[config.mk]
export PLATFORM = sky130hd
export DESIGN_NAME = pe_a_skew_feeder
export DESIGN_NICKNAME = d
export VERILOG_FILES = /design/src/rtl/pe_pkg.sv /design/src/rtl/pe_skew_delay.sv /design/src/rtl/pe_a_skew_feeder.sv
export SDC_FILE = /design/constraint.sdc
export NUM_CORES = 1
export LEC_CHECK = 0
export CAP_MARGIN = 20
export CELL_PAD_IN_SITES_DETAIL_PLACEMENT = 1
export CELL_PAD_IN_SITES_GLOBAL_PLACEMENT = 2
export CORE_UTILIZATION = 33
export CTS_BUF_LIST = sky130_fd_sc_hd__clkbuf_4 sky130_fd_sc_hd__clkbuf_8
export DETAILED_ROUTE_END_ITERATION = 8
export PLACE_DENSITY_LB_ADDON = 0.1
export SYNTH_ARGS = -nofsm -noshare
export SYNTH_HDL_FRONTEND = slang
export SYNTH_SLANG_ARGS = --single-unit
[constraint.sdc]
create_clock -name clk -period 2 [get_ports clk]
set_input_delay 0.3 -clock clk [delete_from_list [all_inputs] [get_ports clk]]
set_output_delay 0.3 -clock clk [all_outputs]
set_load 0.005 [all_outputs]
[src/rtl/pe_pkg.sv]
// Shared definitions for the PE systolic array: row-link element format and
// drain-tracking sizing helpers.
package pe_pkg;

  localparam int unsigned PE_WIDTH = 4;

  // One element on a PE row link: operand, weight-slot tag and valid.
  typedef struct packed {
    logic [PE_WIDTH-1:0] data;
    logic                slot;
    logic                val;
  } pe_a_elem_t;

  // Cycles from accept until the last PE (ROWS-1, COLS-1) has consumed the vector.
  function automatic int unsigned drain_count(input int unsigned rows,
                                              input int unsigned cols);
    return rows + cols - 1;
  endfunction

  // Width of a per-slot drain counter.
  function automatic int unsigned cnt_width(input int unsigned rows,
                                            input int unsigned cols);
    return $clog2(rows + cols) + 1;
  endfunction

endpackage

[src/rtl/pe_skew_delay.sv]
// Fixed-depth synchronous-reset shift register of row-link elements.
module pe_skew_delay
  import pe_pkg::*;
#(
  parameter int unsigned DEPTH  = 1,
  parameter type         elem_t = pe_a_elem_t
) (
  input  logic  clk,
  input  logic  rst_n,
  input  elem_t d_i,
  output elem_t q_o
);

  elem_t stage_q [DEPTH];
  elem_t stage_d [DEPTH];

  // Next-state: new element enters stage 0, every other stage takes its predecessor.
  always_comb begin
    stage_d[0] = d_i;
    for (int unsigned i = 1; i < DEPTH; i++) begin
      stage_d[i] = stage_q[i-1];
    end
  end

  // Stage registers; reset discards everything in flight.
  always_ff @(posedge clk) begin
    if (!rst_n) begin
      for (int unsigned i = 0; i < DEPTH; i++) begin
        stage_q[i] <= '0;
      end
    end else begin
      for (int unsigned i = 0; i < DEPTH; i++) begin
        stage_q[i] <= stage_d[i];
      end
    end
  end

  assign q_o = stage_q[DEPTH-1];

endmodule

[src/rtl/pe_a_skew_feeder.sv]
// A-operand skew feeder: turns one accepted vector per cycle into a row-skewed
// wavefront (row r lags row 0 by r cycles) and tracks per-slot drain status.
module pe_a_skew_feeder
  import pe_pkg::*;
#(
  parameter int unsigned WIDTH = 4,
  parameter int unsigned ROWS  = 4,
  parameter int unsigned COLS  = 4
) (
  input  logic                    clk,
  input  logic                    rst_n,
  input  logic [ROWS*WIDTH-1:0]   s_data,
  input  logic                    s_slot,
  input  logic                    s_val,
  output logic                    s_ready,
  input  logic [1:0]              wload_busy,
  output logic [ROWS*WIDTH-1:0]   ain,
  output logic [ROWS-1:0]         ain_slot,
  output logic [ROWS-1:0]         ain_val,
  output logic [1:0]              slot_busy
);

  localparam int unsigned DRAIN = drain_count(ROWS, COLS);
  localparam int unsigned CW    = cnt_width(ROWS, COLS);

  // Same layout as pe_a_elem_t, sized by this instance's WIDTH.
  typedef struct packed {
    logic [WIDTH-1:0] data;
    logic             slot;
    logic             val;
  } elem_t;

  logic accept;

  // Ready depends combinationally on s_slot: a slot being reloaded blocks only itself.
  assign s_ready = !wload_busy[s_slot];
  assign accept  = s_val && s_ready;

  for (genvar r = 0; r < ROWS; r++) begin : g_row
    elem_t row_in;
    elem_t row_out;

    // Non-accept cycles inject a zero bubble so the array never stalls.
    always_comb begin
      row_in      = '0;
      row_in.data = accept ? s_data[r*WIDTH +: WIDTH] : '0;
      row_in.slot = accept ? s_slot : 1'b0;
      row_in.val  = accept;
    end

    pe_skew_delay #(
      .DEPTH  (r + 1),
      .elem_t (elem_t)
    ) u_delay (
      .clk   (clk),
      .rst_n (rst_n),
      .d_i   (row_in),
      .q_o   (row_out)
    );

    assign ain[r*WIDTH +: WIDTH] = row_out.data;
    assign ain_slot[r]           = row_out.slot;
    assign ain_val[r]            = row_out.val;
  end

  logic [CW-1:0] cnt_q [2];
  logic [CW-1:0] cnt_d [2];

  // Drain counters: accept to a slot reloads it (load beats decrement), otherwise count down.
  always_comb begin
    for (int unsigned k = 0; k < 2; k++) begin
      cnt_d[k] = cnt_q[k];
      if (accept && (s_slot == 1'(k))) begin
        cnt_d[k] = CW'(DRAIN);
      end else if (cnt_q[k] != '0) begin
        cnt_d[k] = cnt_q[k] - 1'b1;
      end
    end
  end

  // Drain counter registers.
  always_ff @(posedge clk) begin
    if (!rst_n) begin
      cnt_q[0] <= '0;
      cnt_q[1] <= '0;
    end else begin
      cnt_q[0] <= cnt_d[0];
      cnt_q[1] <= cnt_d[1];
    end
  end

  assign slot_busy[0] = (cnt_q[0] != '0);
  assign slot_busy[1] = (cnt_q[1] != '0);

endmodule

==> reports/summary.txt <==
peak supply drop: 336.8 uV
vias: 1098
count of endpoints failing hold in the final timing report: 0
number of enable-type register cells in the synthesized netlist: 0
Reg-to-Reg End: cnt_q[0][0]
antenna-violating nets left: 0
pin count of the biggest net entering global routing: 36
fraction of synthesized cell area in xor and xnor cells: 0
total leakage power: 0.9507 nW
total wire length: 3113 um
syn_area_per_cell: 11.50 sq um
power density normalized to cell area: 897.6 mW/mm^2
worst setup path start: s_slot
initial core utilization: 0.3536
Clk pin slew, worst setup/hold paths: 0.09 ns
final count of pins violating max slew: 0
clock root buffer: sky130_fd_sc_hd__clkbuf_8
layout cells sized above 1: 0.1333
IO Pins: 49
destination of the critical timing path: s_ready
min Tclk post-route: 1.902 ns
final routed DRC violation total: 0
post-detailed-route wirelength per cell: 11.88 um
global-route layer with the greatest usage: met2
Final GP Congestion: 0.6240
first-iteration detailed-routing DRC count: 34
post-synthesis mux area share: 0.005801
Hold Buf Count CTS: 0
Filler cells: 548
final global-route overflow total: 0
n_diodes: 0
Port Buffers: 48
floorplan die area: 0.005522 sq mm
number of buffers inserted during clock tree synthesis: 5
count of different cell masters after synthesis: 24
async set-reset flop share out of synthesis: 0
type of element launching the critical path: input port
Post-DP HPWL: 2268 um
buffer count from post-CTS setup fixing: 0
number of antenna violations at the first check in global routing: 0
Slew @ Worst Pin: 0.3670 ns
count of warnings emitted by yosys: 0
Worst EP arrival: 1.60 ns
DRT Pass-1 Iters: 3
synthesized-area fraction occupied by adder cells: 0
Register-to-Register Path Depth: 2
Placed Area: 0.002225 sq mm
Crit Reg-Reg Startpoint: cnt_q[0][2]
normalized max-slew margin: 0.7523
number of buffers between clock root and the deepest sink: 2
area fraction in and, or, nand and nor cells after synthesis: 0.2538
ratio of routed vias to standard cells: 4.191
R2R Setup Slk: 1.02 ns
P&R area growth vs syn: 36.40%
class of the tightest hold or removal check: flip-flop to flip-flop
total non-filler cell area in the finished layout: 0.002354 sq mm
CP endpoint kind: primary output
period utilisation layout: 0.9511
core region area: 0.004880 sq mm
latest clock arrival within the worst-skew pair: 0.30 ns
main combinational cell family by area after synthesis: simple AND/OR/NAND/NOR gates
maximum fanout along the worst path: 4
met2 track utilization from global routing: 0.2232
vias in the first global route: 1082
Setup Viol. Count Final: 0
CP Data Required Time: 1.70 ns
share of the yosys chip area belonging to registers: 0.6497
GR Layer Usage met1: 0.1169
level count of the clock H-tree: 2
Post-Synthesis Net Count: 172
final sum of negative setup slack: 0 ns
worst clock skew: 0.005111 ns
FMAX: 525.7 MHz
GRT Util Overall: 0.1225
height of the chip: 74.31 um
Yosys reg bits: 56
count of max-cap constraint violations: 0
status: completed
cell count after synthesis: 150
Die X: 74.31 um
cell row count: 25
storage element area: 0.001121 sq mm
post-synthesis cell area: 0.001725 sq mm
RSZ-0062 raised after global routing: no
area of the multi-input gates: 505.5 sq um
predominant post-synthesis flop cell: sky130_fd_sc_hd__dfxtp_1
number of clock sinks: 56
TritonCTS clock tree: built
type of the worst setup path: input port to primary output
wire length of the first global-routing pass: 4823 um
global-route track usage on met3: 0.04878
# resized after CTS: 0
fraction of the mapped netlist area in compound gates: 0.03336
final-stage net count: 217
-- worst max-delay path: stages --
cell and delay, ns:
sky130_fd_sc_hd__clkdlybuf4s50_1 0.54, sky130_fd_sc_hd__mux2i_1 0.24, sky130_fd_sc_hd__clkdlybuf4s50_1 0.53
-- kinds of logic after synthesis --
kind of cell,after synthesis
DFF,56
muxes,1
and+or+nand+nor,69
buffers and inverters,16
AOI/OAI and AO/OA,8
-- stage by stage --
stage	instances	utilization	hold slack (ns)	total power [mW]	setup slack, ns
6_report	262	0.4823	0.4333	2.113	0.09779
5_1_grt	262	0.4823	0.4526	2.197	0.03974
4_1_cts	262	0.4823	0.4390	2.147	0.08895
3_3_place_gp	255	0.4559	0.4145	1.304	0.1275
2_1_floorplan	150	-	0.3909	1.230	0.8939
3_5_place_dp	255	0.4559	0.4198	1.312	0.1038
-- layer usage --
metal | up-vias | wire (um)
met5 | - | 0
met4 | 0 | 63
met3 | 5 | 151
met2 | 28 | 1604
met1 | 509 | 1294
li1 | 556 | -
-- power by group --
group | total (mW) | internal (mW) | switching (mW)
clock | 0.829 | 0.492 | 0.336
sequential | 1.15 | 1.14 | 0.0112
combinational | 0.133 | 0.0858 | 0.0469
-- Yosys cell counts (2+ instances only) --
| cell | number | area (sq um) |
|---|---|---|
| sky130_fd_sc_hd__dfxtp_1 | 56 | 1121 |
| sky130_fd_sc_hd__and2_1 | 30 | 187.7 |
| sky130_fd_sc_hd__and2_4 | 9 | 78.83 |
| sky130_fd_sc_hd__and2_2 | 7 | 52.55 |
| sky130_fd_sc_hd__buf_4 | 6 | 45.04 |
| sky130_fd_sc_hd__nand2_1 | 5 | 18.77 |
| sky130_fd_sc_hd__nand3_1 | 5 | 25.02 |
| sky130_fd_sc_hd__nor2_1 | 5 | 18.77 |
| sky130_fd_sc_hd__clkbuf_1 | 4 | 15.01 |
| sky130_fd_sc_hd__inv_1 | 3 | 11.26 |
| sky130_fd_sc_hd__o311ai_0 | 3 | 26.28 |
| sky130_fd_sc_hd__buf_6 | 2 | 22.52 |
| sky130_fd_sc_hd__nand3b_1 | 2 | 15.01 |
| sky130_fd_sc_hd__nand4b_1 | 2 | 17.52 |
| sky130_fd_sc_hd__o211ai_1 | 2 | 15.01 |
-- cell usage in the layout (no fill, tap or decap) --
cell type / synthesis / routed
sky130_fd_sc_hd__clkdlybuf4s50_1: 0 / 48
sky130_fd_sc_hd__o211ai_1: 2 / 2
sky130_fd_sc_hd__nor3_1: 1 / 1
sky130_fd_sc_hd__dfxtp_1: 56 / 56
sky130_fd_sc_hd__o311ai_0: 3 / 3
sky130_fd_sc_hd__and3_1: 1 / 1
sky130_fd_sc_hd__nand4b_1: 2 / 2
sky130_fd_sc_hd__bufinv_16: 0 / 2
sky130_fd_sc_hd__o21ai_0: 1 / 1
sky130_fd_sc_hd__and2_4: 9 / 9
sky130_fd_sc_hd__buf_4: 6 / 3
sky130_fd_sc_hd__nand2b_1: 1 / 1
sky130_fd_sc_hd__a21oi_1: 1 / 1
sky130_fd_sc_hd__nand4_1: 1 / 1
sky130_fd_sc_hd__nand3_1: 5 / 5
sky130_fd_sc_hd__and2_2: 7 / 7
sky130_fd_sc_hd__mux2i_1: 1 / 1
sky130_fd_sc_hd__nand2_1: 5 / 5
sky130_fd_sc_hd__clkbuf_8: 0 / 5
sky130_fd_sc_hd__nor2_1: 5 / 5
sky130_fd_sc_hd__nand3b_1: 2 / 2
sky130_fd_sc_hd__a31oi_1: 1 / 1
sky130_fd_sc_hd__and2_1: 30 / 30
sky130_fd_sc_hd__inv_1: 3 / 3
-- worst min-delay path by stage --
stage / start / end / slack [ns] / cells past startpoint
after floorplan: s_val / cnt_q[0][3] / 0.39 / 1
final: g_row[2].u_delay.stage_q[0][5] / g_row[2].u_delay.stage_q[0][11] / 0.43 / 1
after global placement: g_row[1].u_delay.stage_q[0][2] / g_row[1].u_delay.stage_q[0][8] / 0.41 / 1
after CTS: g_row[3].u_delay.stage_q[0][11] / g_row[3].u_delay.stage_q[0][17] / 0.44 / 1
after detailed placement: g_row[2].u_delay.stage_q[0][11] / g_row[2].u_delay.stage_q[0][17] / 0.42 / 1
after global routing: g_row[2].u_delay.stage_q[0][9] / g_row[2].u_delay.stage_q[0][15] / 0.45 / 1
-- sequential cells by signal, summed over array words and instances, names as in the netlist --
register	cells
g_row.u_delay.stage_q	48
cnt_q	8
-- final cells by class --
class / count / share of cell area
clock buffer: 5 / 0.02924
clock inverter: 2 / 0.02552
inverter: 3 / 0.004785
multi-input combinational: 78 / 0.2148
sequential: 56 / 0.4763
tap: 67 / 0.03562
timing repair buffer: 51 / 0.2137
Note: power is estimated with default switching activity, not from simulation.
